$ cat src/rtl/mem_access_stage.sv
// MEM pipeline stage: byte-enabled load/store over a req/ack data-memory port,
// load alignment/extension, MEM/WB register, stall and timeout/misalign pulses.
module mem_access_stage #(
  parameter int DMEM_ADDR_W = 10,
  parameter int TIMEOUT     = 15
) (
  input  logic                   clk,
  input  logic                   Rst,
  input  logic                   debug,
  input  logic [31:0]            EX_MEM_alures,
  input  logic [31:0]            EX_MEM_dout_rs2,
  input  logic                   EX_MEM_memread,
  input  logic                   EX_MEM_memwrite,
  input  logic                   EX_MEM_regwrite,
  input  logic [4:0]             EX_MEM_rd,
  input  logic [4:0]             EX_MEM_loadcntrl,
  input  logic [2:0]             EX_MEM_storecntrl,
  output logic                   dmem_req,
  output logic                   dmem_we,
  output logic [DMEM_ADDR_W-1:0] dmem_addr,
  output logic [3:0]             dmem_be,
  output logic [31:0]            dmem_wdata,
  input  logic [31:0]            dmem_rdata,
  input  logic                   dmem_ack,
  output logic                   mem_stall,
  output logic                   MEM_WB_regwrite,
  output logic [4:0]             MEM_WB_rd,
  output logic [31:0]            WB_res,
  output logic                   mem_misalign,
  output logic                   mem_fault
);

  typedef enum logic { ST_IDLE, ST_WAIT } state_t;
  typedef enum logic [1:0] { SZ_B, SZ_H, SZ_W } size_t;

  localparam logic [7:0] CNT_LAST = 8'(TIMEOUT - 1);

  state_t     state, state_n;
  logic [7:0] cnt, cnt_n;

  logic       access, misaligned;
  size_t      ld_size, st_size, acc_size;
  logic       ld_signed;
  logic [3:0] be_calc;
  logic [31:0] wdata_calc, load_data;
  logic [7:0]  byte_sel;
  logic [15:0] half_sel;

  logic req, complete, abort, wb_pass, misalign_ev;

  assign access = EX_MEM_memread | EX_MEM_memwrite;

  // Lowest set control bit wins; an all-zero control field means a full word.
  always_comb begin
    // NOTE: every always_comb output gets a default first so no latch is inferred.
    ld_size   = SZ_W;
    ld_signed = 1'b0;
    if (EX_MEM_loadcntrl[0])      begin ld_size = SZ_B; ld_signed = 1'b1; end
    else if (EX_MEM_loadcntrl[1]) begin ld_size = SZ_H; ld_signed = 1'b1; end
    else if (EX_MEM_loadcntrl[2]) ld_size = SZ_W;
    else if (EX_MEM_loadcntrl[3]) ld_size = SZ_B;
    else if (EX_MEM_loadcntrl[4]) ld_size = SZ_H;

    st_size = SZ_W;
    if (EX_MEM_storecntrl[0])      st_size = SZ_B;
    else if (EX_MEM_storecntrl[1]) st_size = SZ_H;
  end

  // A store takes precedence when both memread and memwrite are set.
  assign acc_size   = EX_MEM_memwrite ? st_size : ld_size;
  assign misaligned = access &&
                      (((acc_size == SZ_H) && EX_MEM_alures[0]) ||
                       ((acc_size == SZ_W) && (EX_MEM_alures[1:0] != 2'b00)));

  always_comb begin
    be_calc    = 4'b1111;
    wdata_calc = EX_MEM_dout_rs2;
    case (st_size)
      SZ_B: begin
        be_calc    = 4'b0001 << EX_MEM_alures[1:0];
        wdata_calc = {4{EX_MEM_dout_rs2[7:0]}};
      end
      SZ_H: begin
        be_calc    = EX_MEM_alures[1] ? 4'b1100 : 4'b0011;
        wdata_calc = {2{EX_MEM_dout_rs2[15:0]}};
      end
      default: ;
    endcase
  end

  assign byte_sel = dmem_rdata[{EX_MEM_alures[1:0], 3'b000} +: 8];
  assign half_sel = EX_MEM_alures[1] ? dmem_rdata[31:16] : dmem_rdata[15:0];

  always_comb begin
    load_data = dmem_rdata;
    case (ld_size)
      SZ_B:    load_data = {{24{ld_signed & byte_sel[7]}}, byte_sel};
      SZ_H:    load_data = {{16{ld_signed & half_sel[15]}}, half_sel};
      default: ;
    endcase
  end

  // Next-state and per-cycle event decode.
  always_comb begin
    state_n     = state;
    cnt_n       = cnt;
    req         = 1'b0;
    complete    = 1'b0;
    abort       = 1'b0;
    wb_pass     = 1'b0;
    misalign_ev = 1'b0;
    case (state)
      ST_IDLE: begin
        if (!debug) begin
          if (!access) begin
            wb_pass = 1'b1;
          end else if (misaligned) begin
            misalign_ev = 1'b1;
          end else begin
            req = 1'b1;
            if (dmem_ack) begin
              complete = 1'b1;
            end else begin
              state_n = ST_WAIT;
              cnt_n   = 8'd0;
            end
          end
        end
      end
      ST_WAIT: begin
        // debug is deliberately ignored here so the in-flight access can finish.
        req = 1'b1;
        if (dmem_ack) begin
          complete = 1'b1;
          state_n  = ST_IDLE;
        end else if (cnt == CNT_LAST) begin
          abort   = 1'b1;
          state_n = ST_IDLE;
        end else begin
          cnt_n = cnt + 8'd1;
        end
      end
      default: state_n = ST_IDLE;
    endcase
  end

  assign dmem_req   = req;
  assign dmem_we    = req & EX_MEM_memwrite;
  assign dmem_be    = (req && EX_MEM_memwrite) ? be_calc : 4'b0000;
  assign dmem_wdata = wdata_calc;
  assign dmem_addr  = EX_MEM_alures[DMEM_ADDR_W+1:2];
  assign mem_stall  = req & ~dmem_ack & ~abort;

  always_ff @(posedge clk) begin
    // NOTE: sequential state uses non-blocking assignments only.
    if (Rst) begin
      state           <= ST_IDLE;
      cnt             <= 8'd0;
      MEM_WB_regwrite <= 1'b0;
      MEM_WB_rd       <= 5'd0;
      WB_res          <= 32'd0;
      mem_misalign    <= 1'b0;
      mem_fault       <= 1'b0;
    end else begin
      state        <= state_n;
      cnt          <= cnt_n;
      mem_misalign <= misalign_ev;
      mem_fault    <= abort;
      if (complete) begin
        MEM_WB_rd       <= EX_MEM_rd;
        MEM_WB_regwrite <= EX_MEM_regwrite;
        WB_res          <= EX_MEM_memwrite ? EX_MEM_alures : load_data;
      end else if (wb_pass) begin
        MEM_WB_rd       <= EX_MEM_rd;
        MEM_WB_regwrite <= EX_MEM_regwrite;
        WB_res          <= EX_MEM_alures;
      end else if (misalign_ev) begin
        MEM_WB_rd       <= EX_MEM_rd;
        MEM_WB_regwrite <= 1'b0;
      end else if (req) begin
        // Stall or abort: insert a bubble, keep rd/result.
        MEM_WB_regwrite <= 1'b0;
      end
    end
  end

endmodule

$ cat config.mk
export PLATFORM = sky130hd
export DESIGN_NAME = mem_access_stage
export DESIGN_NICKNAME = d
export VERILOG_FILES = /design/src/rtl/mem_access_stage.sv
export SDC_FILE = /design/constraint.sdc
export NUM_CORES = 1
export LEC_CHECK = 0
export ABC_AREA = 1
export BUFFER_PORTS_ARGS = -buffer_cell sky130_fd_sc_hd__buf_2
export CAP_MARGIN = 25
export CORE_ASPECT_RATIO = 0.9
export CORE_MARGIN = 5
export CORE_UTILIZATION = 50
export CTS_BUF_LIST = sky130_fd_sc_hd__clkbuf_2 sky130_fd_sc_hd__clkbuf_4 sky130_fd_sc_hd__clkbuf_8
export DETAILED_ROUTE_END_ITERATION = 16
export MAX_ROUTING_LAYER = met4
export PLACE_DENSITY = 0.81
export SYNTH_ARGS = -nofsm -noshare
export SYNTH_HDL_FRONTEND = slang
export SYNTH_SLANG_ARGS = --single-unit
$ cat constraint.sdc
create_clock -name clk -period 2.3 [get_ports clk]
set_clock_uncertainty 0.2 [all_clocks]
set_input_delay 0.46 -clock clk [delete_from_list [all_inputs] [get_ports clk]]
set_output_delay 0.46 -clock clk [all_outputs]
set_load 0.02 [all_outputs]
==> out/metrics.cfg <==
[critical_path]
startpoint_type = input pin
end_kind = output port
r2r_end = mem_fault$_SDFF_PP0_
critPathRequiredTime_ns = 1.64
regToRegSetupSlack_ns = 0.18
r2r_start = cnt[4]$_SDFFE_PP0P_
critPathArrivalTime_ns = 1.64
crit_type = in -> out
crit_fanout = 4
ff2ff_path_depth = 10

[synth]
synth.most_common_cell = nand2_1
synth-edff-count = 0
netlist.top_cell.by_area = nand2_1
ys_types = 33
yosysTopAreaCellShare_pct = 29.7
synth_fp_nets = 1020
seq_area_frac_synth_pct = 20.3
yosysWarnings = 0
ys.flop_type = dfxtp_1
synth-seq-cells = 49
syn-cell-area_um2 = 4830
synth.top_cells.by_area = nand2_1, dfxtp_1, inv_1
async_flop_share_pct = 0
syn_area_per_cell_um2 = 5.36
ys_top_cells_by_count = nand2_1, inv_1, nand3_1
netlist_instances = 902

[hold_path]
whs_endpoint = MEM_WB_rd[4]$_SDFFE_PP0P_
hold_class = in -> reg
holdCritStartpoint = EX_MEM_rd[4]
hold_depth = 5

[sta]
setup_violations = 0
final.min_clock_period_ns = 2.30
max_freq_mhz = 436
worstMarginPinSlew_ns = 0.480
maxSlewViolCount = 0
hold_slack_ns = 0.247
max_slew_margin_pct = 68.0
setup_ws_ns = 0.00460
hold_viol = 0
finalCritPeriodShare_pct = 99.8
grt_setup_unrepaired = true

[placed_design]
gp_congestion = 0.955
dpl-instance-area_um2 = 5990
dpl_worst_slack_ns = -0.0983
io_buffers = 203
post-dp-hpwl_mm = 11.6

[drt]
routed_wl_mm = 15.1
drtIter0Drc = 327
dr_total_vias = 5990
drc = 0
postRouteAntennaNets = 0
avgRoutedWirePerCell_um = 12.4
via_per_inst = 4.92
drtPass1Iterations = 5

[power_and_ir_drop]
seqPwrFrac_pct = 33.4
powerDensity_nw_per_um2 = 447
clkPwrFrac_pct = 23.0
switching_share_pct = 38.8
p_total_mw = 2.83
p_sw_mw = 1.10
ir_worst_vdd_mv = 0.372
combinationalPowerShare_pct = 43.6
intPower_mw = 1.74
p_leak_nw = 3.93

[finish]
drive_gt1_share_pct = 29.2
nets = 1208
fin_area_um2 = 6330
area_growth_pct = 31.0
nFillCells = 966

[cts]
cts_tree = built
clk_path_buf_depth = 2
insertion_delay_ns = 0.30
cts-root-buf = clkbuf_8
cts_sinks = 49
path_clk_slew_ns = 0.09
cts_max_level = 2
cts_buffers = 5

[die]
io_pins = 205
num_rows = 34
core_um2 = 9570
dieArea_um2 = 11700
die_w_um = 114
start_util_pct = 50.5
die_h_um = 103

[global_route]
grt_pass1_vias = 5554
grt_usage_pct = 25.8
grt_antenna_before_repair = 1
grt_max_degree = 38
grt_first_pass_wirelength_mm = 24.7
overflow = 0

[status]
status = complete, no violations

[run]
max_cap_viol_count = 0

[worst max-delay path, stage by stage]
cell	delay, ns
buf_8	0.08
inv_4	0.03
nand3_4	0.07
nand2_4	0.07
nand2_8	0.06
nand2_4	0.05
nand3_4	0.07
nand3_4	0.10
nand2_8	0.08
inv_4	0.03
nor2_4	0.16
o21ai_2	0.10
a21oi_2	0.13
buf_6	0.13
[layout make-up]
cell class                 instances  area [um^2]  area share, %
multi-input combinational        658         3110           49.1
timing repair buffer             247         1470           23.2
sequential                        49          988           15.6
inverter                         129          489           7.73
tap                              126          158           2.49
clock buffer                       6         82.6           1.30
clock inverter                     2         37.5          0.593
antenna                            1         2.50         0.0395
[sequential cells by signal, indices dropped and copies added, names as in the netlist]
register,count
state,1
mem_misalign,1
MEM_WB_regwrite,1
MEM_WB_rd,5
mem_fault,1
WB_res,32
cnt,8
[stage by stage]
step                cells  utilization [%]  TNS [ns]
CTS                  1214             65.2         0
global placement     1198             62.6    -0.523
finish               1218             66.2         0
global route         1218             66.2    -0.340
floorplan             902                -    -0.273
detailed placement   1198             62.6     -1.52
[layout by cell type (no fill, tap or decap), types with 5 or more instances in the layout]
cell,synthesis,final
a21oi_1,23,20
a31oi_1,7,7
buf_12,0,5
buf_2,20,195
buf_4,19,40
clkbuf_8,0,6
dfxtp_1,49,45
inv_1,124,118
inv_2,3,8
nand2_1,382,380
nand3_1,86,85
nand3_2,24,22
nand4_1,14,14
nor2_1,82,79
o21ai_0,7,5
o21ai_1,6,5
[power groups by stage]
stage / clock network (mW) / registers (mW) / logic, mW
2_1_floorplan: 0 / 1.05 / 0.728
3_3_place_gp: 0 / 0.966 / 1.19
3_5_place_dp: 0 / 0.968 / 1.21
4_1_cts: 0.670 / 0.948 / 1.22
5_1_grt: 0.699 / 0.956 / 1.39
6_report: 0.653 / 0.946 / 1.23
[cell families (layout without fill, tap and decap cells)]
| logic type | Yosys count | in the layout | share of synthesized area, % |
|---|---|---|---|
| fa+ha+maj | 2 | 2 | 0.518 |
| other cells | 0 | 1 | 0 |
| xor+xnor | 6 | 6 | 1.09 |
| compound gates | 46 | 46 | 5.46 |
| buf+inv | 195 | 384 | 18.1 |
| flops | 49 | 49 | 20.3 |
| simple gates | 604 | 604 | 54.5 |
[worst max path at each step]
stage | to | startpoint | slack [ns] | cells after the start
final | dmem_be[2] | EX_MEM_loadcntrl[3] | 0.005 | 14
after global routing | dmem_be[2] | EX_MEM_storecntrl[1] | -0.09 | 13
after CTS | mem_stall | cnt[0]$_SDFFE_PP0P_ | 0.000004 | 8
after detailed placement | dmem_be[3] | EX_MEM_loadcntrl[2] | -0.1 | 14
after global placement | dmem_be[1] | EX_MEM_loadcntrl[2] | -0.07 | 14
after floorplan | dmem_be[0] | EX_MEM_loadcntrl[3] | -0.09 | 10
[metal layers]
metal	track usage [%]	up-vias	wire length (um)
li1	-	3112	-
met1	30.1	2635	6100
met2	47.5	215	7740
met3	3.03	28	994
met4	6.75	0	303
met5	-	-	0
[what timing repair did]
action | CTS | global route
pin swaps | 10 | 6
hold buffers | 0 | 0
gates cloned | 0 | 0
resized for setup | 19 | 22
setup endpoints to repair | 5 | 5
setup buffers | 8 | 3
Note: power is estimated with default switching activity, not from simulation.
